File: src/rtl/z80_bus_pkg.sv
// Shared types and widths for the tv80s bus responder.
// Bus cycle classes, responder FSM states and the latched request payload.
package z80_bus_pkg;

   localparam int unsigned WAIT_W = 3;
   localparam int unsigned ADDR_W = 16;
   localparam int unsigned DATA_W = 8;

   typedef enum logic [2:0] {
      NONE,
      MRD,
      MWR,
      IORD,
      IOWR,
      INTA
   } bus_cls_t;

   typedef enum logic [2:0] {
      ST_IDLE,
      ST_WAIT,
      ST_ACCESS,
      ST_CAPTURE,
      ST_HOLD
   } resp_state_t;

   typedef struct packed {
      logic [ADDR_W-1:0] addr;
      logic [DATA_W-1:0] data;
      bus_cls_t          cls;
   } bus_req_t;

endpackage

File: src/rtl/z80_bus_decode.sv
// Registers the CPU pins once and classifies the bus cycle from the registered copies.
// Classification outputs (_c) are combinational on registered state only.
module z80_bus_decode
   import z80_bus_pkg::*;
(
   input  logic              clk,
   input  logic              reset,
   input  logic [15:0]       A,
   input  logic [7:0]        dout,
   input  logic              m1_n,
   input  logic              mreq_n,
   input  logic              iorq_n,
   input  logic              rd_n,
   input  logic              wr_n,
   input  logic              rfsh_n,
   output logic [15:0]       s_addr,
   output logic [7:0]        s_data,
   output logic [2:0]        cls_c,
   output logic              rw_err_c,
   output logic              mi_err_c,
   output logic              all_high_c
);

   logic s_m1_n, s_mreq_n, s_iorq_n, s_rd_n, s_wr_n, s_rfsh_n;

   // Strobes reset to "asserted" so nothing can arm until real idle pins are seen.
   always_ff @(posedge clk) begin
      if (reset) begin
         s_m1_n   <= 1'b0;
         s_mreq_n <= 1'b0;
         s_iorq_n <= 1'b0;
         s_rd_n   <= 1'b0;
         s_wr_n   <= 1'b0;
         s_rfsh_n <= 1'b0;
         s_addr   <= '0;
         s_data   <= '0;
      end else begin
         s_m1_n   <= m1_n;
         s_mreq_n <= mreq_n;
         s_iorq_n <= iorq_n;
         s_rd_n   <= rd_n;
         s_wr_n   <= wr_n;
         s_rfsh_n <= rfsh_n;
         s_addr   <= A;
         s_data   <= dout;
      end
   end

   // Memory wins over I/O; refresh and rd/wr contention never produce a class.
   always_comb begin
      cls_c    = NONE;
      rw_err_c = 1'b0;
      mi_err_c = 1'b0;
      if (!(!s_mreq_n && !s_rfsh_n) && (!s_mreq_n || !s_iorq_n)) begin
         if (!s_rd_n && !s_wr_n) begin
            rw_err_c = 1'b1;
         end else if (!s_mreq_n) begin
            mi_err_c = !s_iorq_n && (!s_rd_n || !s_wr_n);
            if (!s_rd_n)      cls_c = MRD;
            else if (!s_wr_n) cls_c = MWR;
         end else if (!s_m1_n) begin
            cls_c = INTA;
         end else if (!s_rd_n) begin
            cls_c = IORD;
         end else if (!s_wr_n) begin
            cls_c = IOWR;
         end
      end
   end

   assign all_high_c = s_rd_n && s_wr_n && s_mreq_n && s_iorq_n;

endmodule

File: src/rtl/z80_bus_responder.sv
// Target end of the tv80s pin bus: one RAM or I/O access per CPU strobe assertion,
// with programmable wait states and registered read data.
module z80_bus_responder
   import z80_bus_pkg::*;
#(
   parameter int unsigned MEM_WAIT = 0,
   parameter int unsigned IO_WAIT  = 1,
   parameter logic [7:0]  IM2_VEC  = 8'hFF
) (
   input  logic        clk,
   input  logic        reset,
   input  logic [15:0] A,
   input  logic [7:0]  dout,
   input  logic        m1_n,
   input  logic        mreq_n,
   input  logic        iorq_n,
   input  logic        rd_n,
   input  logic        wr_n,
   input  logic        rfsh_n,
   output logic [7:0]  di,
   output logic        wait_n,
   output logic [15:0] ram_addr,
   output logic [7:0]  ram_wdata,
   output logic        ram_re,
   output logic        ram_we,
   input  logic [7:0]  ram_rdata,
   output logic [7:0]  io_addr,
   output logic [7:0]  io_wdata,
   output logic        io_rd,
   output logic        io_wr,
   input  logic [7:0]  io_rdata,
   output logic        bus_err
);

   logic [15:0]       s_addr;
   logic [7:0]        s_data;
   logic [2:0]        cls_raw;
   logic              rw_err_c, mi_err_c, all_high_c;
   bus_cls_t          cls_c;
   bus_cls_t          acc_cls_c;
   resp_state_t       state, next_state;
   bus_req_t          req;
   logic [WAIT_W-1:0] wcnt;
   logic [WAIT_W-1:0] load_wait_c;
   logic              armed;
   logic              detect_c;
   logic              enter_access_c;
   logic [7:0]        io_cap;
   logic [7:0]        di_d;
   logic              wait_n_d, ram_re_d, ram_we_d, io_rd_d, io_wr_d;

   z80_bus_decode u_decode (
      .clk        (clk),
      .reset      (reset),
      .A          (A),
      .dout       (dout),
      .m1_n       (m1_n),
      .mreq_n     (mreq_n),
      .iorq_n     (iorq_n),
      .rd_n       (rd_n),
      .wr_n       (wr_n),
      .rfsh_n     (rfsh_n),
      .s_addr     (s_addr),
      .s_data     (s_data),
      .cls_c      (cls_raw),
      .rw_err_c   (rw_err_c),
      .mi_err_c   (mi_err_c),
      .all_high_c (all_high_c)
   );

   assign cls_c       = bus_cls_t'(cls_raw);
   assign detect_c    = (state == ST_IDLE) && armed && ((cls_c != NONE) || rw_err_c);
   assign load_wait_c = ((cls_c == MRD) || (cls_c == MWR)) ? WAIT_W'(MEM_WAIT) : WAIT_W'(IO_WAIT);

   always_ff @(posedge clk) begin
      if (reset) state <= ST_IDLE;
      else       state <= next_state;
   end

   always_comb begin
      next_state = state;
      case (state)
         ST_IDLE: begin
            if (detect_c) begin
               if (rw_err_c)                  next_state = ST_HOLD;
               else if (load_wait_c != '0)    next_state = ST_WAIT;
               else                           next_state = ST_ACCESS;
            end
         end
         ST_WAIT:    if (wcnt == WAIT_W'(1)) next_state = ST_ACCESS;
         ST_ACCESS:  next_state = ST_CAPTURE;
         ST_CAPTURE: next_state = ST_HOLD;
         ST_HOLD:    if (all_high_c) next_state = ST_IDLE;
         default:    next_state = ST_IDLE;
      endcase
   end

   // Next values of the registered outputs; the class comes straight from decode
   // when ACCESS is entered directly from IDLE.
   assign acc_cls_c      = (state == ST_IDLE) ? cls_c : req.cls;
   assign enter_access_c = (next_state == ST_ACCESS) && (state != ST_ACCESS);

   always_comb begin
      di_d     = di;
      wait_n_d = !((next_state == ST_WAIT) || (next_state == ST_ACCESS) ||
                   (next_state == ST_CAPTURE));
      ram_re_d = enter_access_c && (acc_cls_c == MRD);
      ram_we_d = enter_access_c && (acc_cls_c == MWR);
      io_rd_d  = enter_access_c && (acc_cls_c == IORD);
      io_wr_d  = enter_access_c && (acc_cls_c == IOWR);
      if (state == ST_CAPTURE) begin
         case (req.cls)
            MRD:     di_d = ram_rdata;
            IORD:    di_d = io_cap;
            INTA:    di_d = IM2_VEC;
            default: di_d = di;
         endcase
      end
   end

   always_ff @(posedge clk) begin
      if (reset) begin
         req     <= '{addr: '0, data: '0, cls: NONE};
         wcnt    <= '0;
         armed   <= 1'b0;
         io_cap  <= '0;
         bus_err <= 1'b0;
         di      <= 8'hFF;
         wait_n  <= 1'b1;
         ram_re  <= 1'b0;
         ram_we  <= 1'b0;
         io_rd   <= 1'b0;
         io_wr   <= 1'b0;
      end else begin
         di     <= di_d;
         wait_n <= wait_n_d;
         ram_re <= ram_re_d;
         ram_we <= ram_we_d;
         io_rd  <= io_rd_d;
         io_wr  <= io_wr_d;
         if (detect_c) begin
            req   <= '{addr: s_addr, data: s_data, cls: cls_c};
            wcnt  <= load_wait_c;
            armed <= 1'b0;
            if (rw_err_c || mi_err_c) bus_err <= 1'b1;
         end else if (((state == ST_IDLE) || (state == ST_HOLD)) && all_high_c) begin
            armed <= 1'b1;
         end
         if (state == ST_WAIT)   wcnt   <= wcnt - WAIT_W'(1);
         if (state == ST_ACCESS) io_cap <= io_rdata;
      end
   end

   assign ram_addr  = req.addr;
   assign ram_wdata = req.data;
   assign io_addr   = req.addr[7:0];
   assign io_wdata  = req.data;

endmodule

File: config.mk
export PLATFORM = sky130hd
export DESIGN_NAME = z80_bus_responder
export DESIGN_NICKNAME = d
export VERILOG_FILES = /design/src/rtl/z80_bus_pkg.sv /design/src/rtl/z80_bus_decode.sv /design/src/rtl/z80_bus_responder.sv
export SDC_FILE = /design/constraint.sdc
export NUM_CORES = 1
export LEC_CHECK = 0
export ABC_AREA = 1
export CAP_MARGIN = 20
export CELL_PAD_IN_SITES_DETAIL_PLACEMENT = 2
export CELL_PAD_IN_SITES_GLOBAL_PLACEMENT = 2
export CORE_MARGIN = 5
export CORE_UTILIZATION = 28
export DETAILED_ROUTE_END_ITERATION = 10
export GPL_TIMING_DRIVEN = 0
export PLACE_DENSITY = 0.83
export SLEW_MARGIN = 15
export SYNTH_ARGS = -nofsm -noshare
export SYNTH_HDL_FRONTEND = slang
export SYNTH_SLANG_ARGS = --single-unit
File: constraint.sdc
create_clock -name clk -period 2.5 [get_ports clk]
set_clock_uncertainty 0.15 [all_clocks]
set_input_delay 0.25 -clock clk [delete_from_list [all_inputs] [get_ports clk]]
set_output_delay 0.25 -clock clk [all_outputs]
set_load 0.02 [all_outputs]
==> results.sh, run 1 <==
export IMPL_outcome="completed"
export IMPL_cts_tree="built"
export IMPL_cp_common_cell="nand3_1"
export IMPL_area_growth_pct=43.1
export IMPL_min_delay_start="iorq_n"
export IMPL_hold_path_class="in -> reg"
export IMPL_ys_async_sr_fraction_pct=0
export IMPL_relSlewSlack_pct=62.2
export IMPL_max_freq_ghz=0.528
export IMPL_crit_path_max_incr_delay_ns=0.43
export IMPL_grt_util_met2_pct=27.7
export IMPL_yosys_register_bits=86
export IMPL_synth_avg_cell_area_um2=7.76
export IMPL_cp_max_fo=10
export IMPL_place_gp_congestion=0.809
export IMPL_fin_area_um2=5040
export IMPL_place_area_um2=4750
export IMPL_tns_ns=0
export IMPL_clk_path_buf_depth=2
export IMPL_root_buffer="clkbuf_16"
export IMPL_peakVddDrop_mv=0.322
export IMPL_h_tree_depth=3
export IMPL_critical_path_arrival_ns=1.94
export IMPL_clk_latency_ns=0.33
export IMPL_diodes=0
export IMPL_grt_pass1_wl_um=17000
export IMPL_power_density_nw_per_um2=579
export IMPL_start_kind="flip-flop"
export IMPL_synth_nets=504
export IMPL_seq_area_frac_synth_pct=48.9
export IMPL_cts_resized=0
export IMPL_dpl_hpwl_um=8300
export IMPL_crit_type="reg -> reg"
export IMPL_ys_types=33
export IMPL_cp_startpoint="state[0]"
export IMPL_grt_overflow=0
export IMPL_fp_row_count=41
export IMPL_first_iter_violations=84
export IMPL_required_ns=2.55
export IMPL_crit_reg2reg_launch="state[0]"
export IMPL_hold_viol=0
export IMPL_p_leak_nw=2.14
export IMPL_final_antenna_net_count=0
export IMPL_synthFlopType="dfxtp_1"
export IMPL_cts_sinks=86
export IMPL_grt_use_met3_pct=2.55
export IMPL_nNetsFinal=616
export IMPL_synth_edf_count=0
export IMPL_cts_made_buffers=9
export IMPL_die_w_um=122
export IMPL_num_fill_cells=1444
export IMPL_path_clk_slew_ns=0.06
export IMPL_gr_usage_all_layers_pct=14.4
export IMPL_maxCapViolCount=0
export IMPL_synthesis_instances=454
export IMPL_drc=0
export IMPL_endpoint_kind="flip-flop"
export IMPL_worst_pin_slew_ns=0.567
export IMPL_period_share_pct=75.8
export IMPL_drv_slew=0
export IMPL_vias=3201
export IMPL_grt_max_degree=13
export IMPL_firstDrtPassIters=4
export IMPL_io_pins=102
export IMPL_cts_hold_buffers_added=0
export IMPL_numPortBuffers=101
export IMPL_start_util_pct=28.2
export IMPL_cts_setup_buffers=0
export IMPL_wl_per_cell_um=14.0
export IMPL_die_h_um=122
export IMPL_drt_wl_total_um=10400
export IMPL_setup_viol=0
export IMPL_busiest_layer="met2"
export IMPL_rsz0062_at_grt="no"
export IMPL_use_met1_pct=15.8
export IMPL_synth_area_um2=3520
export IMPL_core_um2=12500
export IMPL_min_period_ns=1.89
export IMPL_via_per_inst=4.32
export IMPL_worstPathCellList="nand3_1 -> a211oi_2 -> buf_4 -> nand3_1 -> a21oi_1 -> o21ai_0"
export IMPL_grt_pass1_vias=3534
export IMPL_cpMaxStageDelayCell="dfxtp_1"
export IMPL_die_area_um2=14900
export IMPL_ys_warn_count=0
export IMPL_drive_gt1_share_pct=13.2
export IMPL_antenna_found_initial=0
-- flip-flops by register name (all words and copies together), names as in the netlist, 3 cells and up --
| register | count |
|---|---|
| ram_addr | 16 |
| u_decode.s_data | 8 |
| req | 3 |
| io_cap | 8 |
| io_wdata | 8 |
| wcnt | 3 |
| di | 8 |
| u_decode.s_addr | 16 |
| state | 3 |
-- where the power goes --
| part | total (mW) | leakage, nW | switching, mW | internal (mW) |
|---|---|---|---|---|
| Combinational | 0.182 | 1.30 | 0.0848 | 0.0974 |
| Clock | 1.32 | 0.142 | 0.505 | 0.819 |
| Sequential | 1.41 | 0.701 | 0.0106 | 1.40 |
-- cells in the final DEF (no fill, tap or decap), drive strengths merged, types with 3 or more instances in the layout --
master | synthesis | layout
nor2 | 115 | 115
clkdlybuf4s50 | 0 | 101
dfxtp | 86 | 86
inv | 54 | 54
buf | 50 | 50
o21ai | 45 | 45
nand2 | 43 | 43
nand3 | 21 | 21
clkbuf | 5 | 18
a21oi | 14 | 14
nand4 | 3 | 3
-- logic make-up (layout without fill, tap and decap cells) --
family / Yosys count / in the layout / synth area share (%)
and+or+nand+nor: 189 / 189 / 22.9
buffers and inverters: 110 / 225 / 17.2
DFF: 86 / 86 / 48.9
AOI/OAI and AO/OA: 67 / 67 / 10.3
adders and majority gates: 2 / 2 / 0.711
-- final timing paths --
check | slack [ns] | cells after the start | endpoint
setup / recovery | 0.61 | 6 | di[1]
hold / removal | 0.29 | 3 | u_decode.s_iorq_n
setup reg to reg | 0.61 | 6 | di[1]
hold reg to reg | 0.32 | 2 | ram_addr[6]
-- synth_stat cells (4+ instances only) --
library cell    n  area [µm²]
nand2_1        41         154
o21ai_0        38         190
clkbuf_1        5        18.8
buf_6           4        45.0
nand3_1        19        95.1
dfxtp_1        86        1720
a21oi_1        13        65.1
nor2_1        111         417
buf_4          43         323
o21ai_1         7        35.0
inv_1          51         191
-- layer usage --
metal	share of wire (%)	vias up	wire, µm
li1	-	1599	-
met1	41	1543	4230
met2	55	50	5700
met3	3.2	9	333
met4	1.4	0	143
met5	0	-	0
-- layout make-up --
type / count / area, µm² / area share [%]
Sequential cell: 86 / 1720 / 34.2
Multi-Input combinational cell: 258 / 1190 / 23.7
Timing Repair Buffer: 101 / 1010 / 20.1
Buffer: 55 / 398 / 7.90
Clock buffer: 13 / 260 / 5.17
Tap cell: 172 / 215 / 4.27
Inverter: 55 / 206 / 4.10
Clock inverter: 1 / 30.0 / 0.596
-- per-stage QoR --
stage	setup slack, ns	cells	util (%)	power, mW	hold WS (ns)
after global routing	0.392	741	40.4	3.03	0.290
after floorplan	0.947	454	-	1.51	0.207
final	0.606	741	40.4	2.91	0.289
after CTS	0.573	741	40.4	2.96	0.282
after global placement	0.260	727	38.1	1.61	0.297
after detailed placement	0.212	727	38.1	1.62	0.312
-- worst max-delay path, delay by kind of cell (launching register included) --
kind	cells	cell delay, ns
AOI/OAI and AO/OA	3	0.63
DFF	1	0.43
and+or+nand+nor	2	0.29
buffers and inverters	1	0.26
Note: power is estimated with default switching activity, not from simulation.
==> run 2: changes to the inputs <==
Settings changed: CORE_UTILIZATION 28 to 24, PLACE_DENSITY 0.83 to 0.75.
Clock period 2.5 ns to 1.61 ns, I/O delays scaled along.
==> results.sh, run 2 (synthesis gave the netlist of run 1 again) <==
export IMPL_final_cell_mix="nor2_1, dfxtp_1, buf_4"
export IMPL_clk_path_buf_depth=2
export IMPL_die_w_um=131
export IMPL_fin_area_um2=5740
export IMPL_drive_gt1_share_pct=32.6
export IMPL_hold_viol=0
export IMPL_critical_path_arrival_ns=1.85
export IMPL_crit_path_max_incr_delay_ns=0.32
export IMPL_diodes=0
export IMPL_clkPwrFrac_pct=44.2
export IMPL_grt_use_met3_pct=2.41
export IMPL_drv_slew=0
export IMPL_antenna_found_initial=0
export IMPL_peakVddDrop_mv=0.395
export IMPL_multiInputGateArea_um2=1570
export IMPL_io_pins=102
export IMPL_nNetsFinal=643
export IMPL_min_period_ns=1.77
export IMPL_via_per_inst=4.31
export IMPL_required_ns=1.69
export IMPL_maxCapViolCount=0
export IMPL_worst_pin_slew_ns=0.469
export IMPL_core_um2=14500
export IMPL_relSlewSlack_pct=68.7
export IMPL_use_met1_pct=15.3
export IMPL_crit_reg2reg_launch="u_decode.s_mreq_n"
export IMPL_grt_overflow=0
export IMPL_tns_ns=-3.66
export IMPL_seqPwrFrac_pct=48.0
export IMPL_p_total_mw=4.57
export IMPL_area_growth_pct=63.0
export IMPL_endpoint_kind="flip-flop"
export IMPL_first_iter_violations=175
export IMPL_clk_latency_ns=0.34
export IMPL_fin_ws_ns=-0.158
export IMPL_hold_path_class="in -> reg"
export IMPL_grt_pass1_vias=3728
export IMPL_period_share_pct=110
export IMPL_crit_type="reg -> reg"
export IMPL_final_util_pct=39.6
export IMPL_cts_made_buffers=9
export IMPL_grt_util_met2_pct=26.6
export IMPL_drt_wl_total_um=12500
export IMPL_numPortBuffers=101
export IMPL_place_gp_congestion=0.769
export IMPL_fp_row_count=44
export IMPL_net_switching_power_mw=1.14
export IMPL_num_fill_cells=1610
export IMPL_grt_max_degree=17
export IMPL_worstPathCellList="buf_8 -> nand2_1 -> nand2_2 -> nand3_4 -> nand4_1 -> nand2_2 -> buf_6 -> clkinv_8 -> buf_8 -> nor2_4 -> nor2_2"
export IMPL_start_util_pct=24.3
export IMPL_register_area_um2=1740
export IMPL_final_antenna_net_count=0
export IMPL_combPwrFrac_pct=7.9
export IMPL_failed_checks="setup timing"
export IMPL_die_area_um2=17200
export IMPL_power_density_nw_per_um2=797
export IMPL_outcome="finished, violations left"
export IMPL_path_buf_inv=4
export IMPL_final_common_cell="nor2_1"
export IMPL_grt_pass1_wl_um=19400
export IMPL_rsz0062_at_grt="yes"
export IMPL_cpMaxStageDelayCell="dfxtp_2"
export IMPL_cp_startpoint="u_decode.s_mreq_n"
export IMPL_cts_tree="built"
export IMPL_place_area_um2=4760
export IMPL_min_delay_start="wr_n"
export IMPL_h_tree_depth=3
export IMPL_die_h_um=131
export IMPL_wl_per_cell_um=15.9
export IMPL_max_freq_ghz=0.566
export IMPL_setup_viol=36
export IMPL_firstDrtPassIters=4
export IMPL_dpl_hpwl_um=8140
export IMPL_p_leak_nw=2.67
export IMPL_cp_max_fo=8
export IMPL_swShare_pct=24.9
export IMPL_rrSetupSlack_ns=-0.16
export IMPL_cts_sinks=86
export IMPL_critPathTopFamily="simple AND/OR/NAND/NOR gates"
export IMPL_start_kind="flip-flop"
export IMPL_gr_usage_all_layers_pct=13.8
export IMPL_root_buffer="clkbuf_16"
export IMPL_p_int_mw=3.43
export IMPL_vias=3367
export IMPL_busiest_layer="met2"
export IMPL_path_clk_slew_ns=0.07
export IMPL_drc=0
==> run 2: final cells by class <==
class | instances | area share [%]
flip-flops and latches | 86 | 30.3
multi-input cells | 258 | 27.4
repair buffers | 128 | 21.8
plain buffers | 55 | 7.67
well taps | 184 | 4.01
clock buffers | 10 | 3.99
inverters | 55 | 3.92
clock inverters | 6 | 0.916
==> run 2: timing repair <==
item                       CTS  global route
buffers inserted            13            10
hold endpoints to repair     0             0
pin swaps                   16            19
resized for setup          142            77
hold buffers                 0             0
cloned                       5             0
setup endpoints to repair  122            54
==> run 2: power groups by stage <==
stage | combinational (mW) | sequential, mW | clock [mW]
2_1_floorplan | 0.120 | 2.23 | 0
3_3_place_gp | 0.278 | 2.23 | 0
3_5_place_dp | 0.288 | 2.23 | 0
4_1_cts | 0.325 | 2.19 | 2.06
5_1_grt | 0.395 | 2.20 | 2.18
6_report | 0.360 | 2.19 | 2.02
==> run 2: worst paths after layout <==
kind                            cells after the start               to
worst max register to register                     11      ram_addr[0]
worst min register to register                      2          bus_err
worst max-delay path                               11      ram_addr[0]
worst min-delay path                                3  u_decode.s_wr_n
==> run 2: metrics by stage <==
step	hold slack (ns)	worst slack, ns	cells
2_1_floorplan	0.118	0.0568	454
3_3_place_gp	0.290	-0.521	739
3_5_place_dp	0.312	-0.579	739
4_1_cts	0.179	-0.157	773
5_1_grt	0.186	-0.265	782
6_report	0.182	-0.158	782
==> run 2: worst register-to-register path: stages (launching register included) <==
cell and delay [ns]:
dfxtp_2 0.32, buf_8 0.14, nand2_1 0.12, nand2_2 0.10
nand3_4 0.10, nand4_1 0.12, nand2_2 0.11, buf_6 0.13
clkinv_8 0.08, buf_8 0.15, nor2_4 0.09, nor2_2 0.06
==> run 2: per-layer routing <==
layer | up-vias | wire, µm
li1 | 1662 | -
met2 | 65 | 6940
met4 | 0 | 150
met5 | - | 0
met1 | 1625 | 4970
met3 | 15 | 392
==> run 3: changes to the inputs <==
Settings changed: GPL_ROUTABILITY_DRIVEN from default to 0.
==> results of run 3 <==
The final DEF is identical to that of run 2; final timing and power are the same.
==> RTL change 1, RTL diff (flow settings as in run 2) <==
The 5 states of `resp_state_t` get a Gray code encoding in 3 bits.
--- a/src/rtl/z80_bus_pkg.sv
+++ b/src/rtl/z80_bus_pkg.sv
@@ -18,7 +18,7 @@
    typedef enum logic [2:0] {
-      ST_IDLE,
-      ST_WAIT,
-      ST_ACCESS,
-      ST_CAPTURE,
-      ST_HOLD
+      ST_IDLE    = 3'b000,
+      ST_WAIT    = 3'b001,
+      ST_ACCESS  = 3'b011,
+      ST_CAPTURE = 3'b010,
+      ST_HOLD    = 3'b110
    } resp_state_t;
Function: same outputs for any inputs over 10 cycles, from zero or initial values and one cycle with reset high; not proved beyond that.
==> RTL change 1 against run 2 <==
The flow still finishes with violations (setup timing); sequential cell count is the same; via count grew 1.4%; wire length grew 5.9%; final area grew 0.17%; critical path depth shrank 3; setup slack lost 0.027 ns; global-route usage grew 0.84 points; area after synthesis grew 0.11%; total power grew 13%; largest cell class unchanged; largest power group is now the clock network.
==> RTL change 1: results (changes against run 2) <==
timing:
  setup_viol: 41  # was 36
  fin_ws_ns: -0.185  # was -0.158 ns
pwr:
  power_leakage_nw: 2.61  # was 2.67 nW
  peakVddDrop_uv: 453  # was 395 uV
worst_setup_path:
  crit_family: "compound AO/OA/AOI/OAI gates"  # was simple AND/OR/NAND/NOR gates
  crit_path_top_delay_cell: "dfxtp_4"  # was dfxtp_2
  rr_endpoint: "req[0]"  # was ram_addr[0]
placement:
  dp_hpwl_mm: 8.34  # was 8.14 mm
  routabilityCongestion: 0.761  # was 0.769
  placed_area_um2: 4760  # about the same
  post-place-ws_ns: -0.359  # was -0.579 ns
grt:
  grt_pass1_wl_mm: 20.4  # was 19.4 mm
  track_usage_pct: 14.6  # was 13.8%
  grt_max_degree: 15  # was 17
  grt_pass1_vias: 3893  # was 3,728
yosys:
  yosys.area_share.adder_pct: 0.710  # was 0.711%
  synth.area.top_cells: "dfxtp_1, nor2_1, buf_4, inv_1, nand2_1"  # was dfxtp_1, nor2_1, buf_4, inv_1, o21ai_0
  yosys.area.top_type_share_pct: 48.8  # was 48.9%
  synth.distinct_cells: 30  # was 33
  ys_seq_area_share_pct: 48.8  # was 48.9%
  syn_nets: 508  # was 504
drt:
  wl_mm: 13.2  # was 12.5 mm
  initialDrtViolationCount: 129  # was 175
  via_per_inst: 4.35  # was 4.31
status:
  violations: "setup timing"  # unchanged
  status: "finished with violations"  # unchanged
layout:
  finalNetCount: 646  # was 643
[RTL change 1: worst min-delay path by stage]
stage / from / endpoint / slack [ns]
finish: rd_n / u_decode.s_rd_n / 0.19
floorplan: A[0] / u_decode.s_addr[0] / 0.12
detailed placement: wcnt[1] / wcnt[1] / 0.30
global route: A[14] / u_decode.s_addr[14] / 0.20
global placement: wcnt[1] / wcnt[1] / 0.29
CTS: rd_n / u_decode.s_rd_n / 0.18
[RTL change 1: area by class of cell]
class | count | area (um2)
fill | 1614 | 8730
sequential | 86 | 1740
multi-input combinational | 264 | 1540
timing repair buffer | 128 | 1250
buffer | 55 | 430
clock buffer | 10 | 239
tap | 184 | 230
inverter | 52 | 205
clock inverter | 6 | 109
[RTL change 1: power breakdown]
group	internal (W)	switching (W)
clock	0.00156	0.000859
sequential	0.00218	0.0000427
combinational	0.000233	0.000281
[RTL change 1: worst min-delay path, delay by kind of cell]
kind	cells	cell delay (ns)
buffers and inverters	2	0.44
AND/OR/NAND/NOR	1	0.03
[RTL change 1: metal layers]
metal | wire length [um] | track usage [%]
met1 | 5340 | 17.1
met2 | 7070 | 26.4
met3 | 399 | 2.87
met4 | 372 | 5.14
met5 | 0 | 0
[RTL change 1: timing repair]
| item | CTS | global route |
|---|---|---|
| setup buffers | 17 | 9 |
| resized for setup | 140 | 44 |
| gates cloned | 3 | 0 |
| pin swaps | 21 | 21 |
| setup endpoints to repair | 101 | 57 |
[RTL change 1: kinds of logic after synthesis]
family | count (synthesis)
AND/OR/NAND/NOR | 188
flip-flops | 86
adder cells (fa/ha/maj) | 2
AO/OA/AOI/OAI | 74
buffers and inverters | 108
[RTL change 1: stage by stage]
step                setup TNS [ns]  std cells
floorplan                        0        458
global placement             -6.58        742
global route                 -6.50        785
detailed placement          -10.33        742
CTS                         -0.995        777
finish                       -3.73        785
==> RTL change 2, RTL diff (flow settings as in run 2) <==
Made on the original files. Set the parameter `IM2_VEC` to 8'hBF (it was 8'hFF).
--- a/src/rtl/z80_bus_responder.sv
+++ b/src/rtl/z80_bus_responder.sv
@@ -7,3 +7,3 @@
    parameter int unsigned IO_WAIT  = 1,
-   parameter logic [7:0]  IM2_VEC  = 8'hFF
+   parameter logic [7:0]  IM2_VEC  = 8'hBF
 ) (
Check against the original RTL: not equivalent (Yosys sat finds a counterexample within 10 cycles, from zero or initial values and one cycle with reset high).
==> RTL change 2 against run 2 <==
The run still ends with setup timing left; critical endpoint is now bus_err; area after synthesis up 0.39%; count of clock-buffer cells in the layout shrank 1; largest power group is now the clock network; sequential cell count stayed put; largest cell class unchanged; wire length up 6.7%; setup slack worse by 0.018 ns; critical path depth up 1; final area increased by 4.1%; utilization rose by 1.6 points; total power rose by 13%.
==> RTL change 2: results (changes against run 2) <==
status:
  status: "finished with violations"  # unchanged
  violations: "setup timing"  # unchanged
layout:
  multi_input_area_um2: 1720  # was 1570 um2
  multi_input_cells: 259  # was 258
  nFillCells: 1611  # was 1,610
  antenna_cells: 0  # unchanged
  drive_gt1_share_pct: 36.1  # was 32.6%
  nonClkBufAreaFrac_pct: 28.3  # was 29.5%
  n_all_buffers: 184  # was 183
  inv_count: 55  # unchanged
  utilization_pct: 41.3  # was 39.6%
  finalNetCount: 645  # was 643
  clock_area_share_pct: 6.03  # was 4.91%
  seq_share_pct: 29.1  # was 30.3%
clock_tree:
  cts.sinks: 86  # unchanged
  numCtsBuffers: 9  # unchanged
  cts.path.max_buffers: 2  # unchanged
  clkSlewWorstSetupHoldPaths_ns: 0.06
yosys:
  async_reset_ff_share_pct: 0  # unchanged
  syn_nets: 505  # was 504
  yosys_warnings: 0  # unchanged
  ys_seq_area_share_pct: 48.7  # was 48.9%
  synthTopCellsByCount: "nor2_1, dfxtp_1, inv_1, nand2_1, buf_4"  # was nor2_1, dfxtp_1, inv_1
  postSynthCellCount: 455  # was 454
  synth.area.top_cells: "dfxtp_1, nor2_1, buf_4, inv_1, nand2_1"  # was dfxtp_1, nor2_1, buf_4, inv_1, o21ai_0
  synth.distinct_cells: 36  # was 33
worst_setup_path:
  crit_family: "buffers and inverters"  # was simple AND/OR/NAND/NOR gates
  arrival_ns: 1.91  # was 1.85 ns
  crit_fanout: 6  # was 8
pwr:
  peakVddDrop_uv: 375  # was 395 uV
  p_int_w: 0.00405  # was 0.00343 W
  total_power_w: 0.00516  # was 0.00457 W
  seqPwrFrac_pct: 42.6  # was 48.0%
  power_clock_w: 0.00255  # was 0.00202 W
  power_leakage_nw: 2.77  # was 2.67 nW
timing:
  fin_ws_ns: -0.176  # was -0.158 ns
  setup_tns_ns: -4.38  # was -3.66 ns
  slew_viol_final: 0  # unchanged
  setup_viol: 39  # was 36
  tightest_slew_ns: 0.510  # was 0.469 ns
drt:
  num_vias: 3394  # was 3,367
  initialDrtViolationCount: 110  # was 175
  wl_mm: 13.3  # was 12.5 mm
  via_per_inst: 4.33  # was 4.31
grt:
  grt_pass1_wl_mm: 20.5  # was 19.4 mm
  grt_max_degree: 15  # was 17
  grt_pass1_vias: 3837  # was 3,728
  track_usage_pct: 14.7  # was 13.8%
placement:
  routabilityCongestion: 0.754  # was 0.769
  dpl.cell_count: 740  # was 739
  dp_hpwl_mm: 8.34  # was 8.14 mm
  placed_area_um2: 4780  # was 4760 um2
  post-place-ws_ns: -0.498  # was -0.579 ns
worst_hold_path:
  hold_class: "in2reg"  # unchanged
floorplan:
  die_x_um: 131  # about the same
==> RTL change 2: changes by cell type after synthesis, moves of 3 or more <==
cell | run 2 | this run
nand2_1 | 41 | 52
a21oi_1 | 13 | 16
a31oi_1 | 1 | 7
buf_4 | 43 | 40
nor2_1 | 111 | 103
o21ai_0 | 38 | 35
nand3_1 | 19 | 13
o21ai_1 | 7 | 4
==> RTL change 2: cell families after synthesis <==
| group | share of synthesized area, % |
|---|---|
| AND/OR/NAND/NOR | 22.7 |
| buffers and inverters | 17.2 |
| flip-flops | 48.7 |
| AO/OA/AOI/OAI | 10.7 |
| adder cells (fa/ha/maj) | 0.708 |
==> RTL change 2: metal layers <==
layer	share of wire (%)	vias to the layer above	GRT usage (%)
li1	-	1662	-
met1	39	1657	15.9
met2	56	59	28.4
met3	3.3	16	2.71
met4	1.5	0	4.86
met5	0	-	0
==> RTL change 2: worst reg2reg max path: cells and delay by family (launching register included) <==
kind	cells	cell delay (ns)
AND/OR/NAND/NOR	6	0.51
AO/OA/AOI/OAI	2	0.22
flip-flops	1	0.33
buffers and inverters	4	0.52
==> RTL change 2: repair_timing <==
item | 4_1_cts | 5_1_grt
setup buffers | 17 | 9
setup endpoints to repair | 133 | 60
pin swaps | 12 | 23
resized for setup | 184 | 74
gates cloned | 2 | 0
==> RTL change 2: final timing paths <==
path	slack [ns]	cells after the start	startpoint	to
worst max-delay path	-0.18	12	u_decode.s_mreq_n	bus_err
worst min register to register	0.31	2	io_cap[3]	io_cap[3]
worst max register to register	-0.18	12	u_decode.s_mreq_n	bus_err
worst min-delay path	0.18	3	wr_n	u_decode.s_wr_n
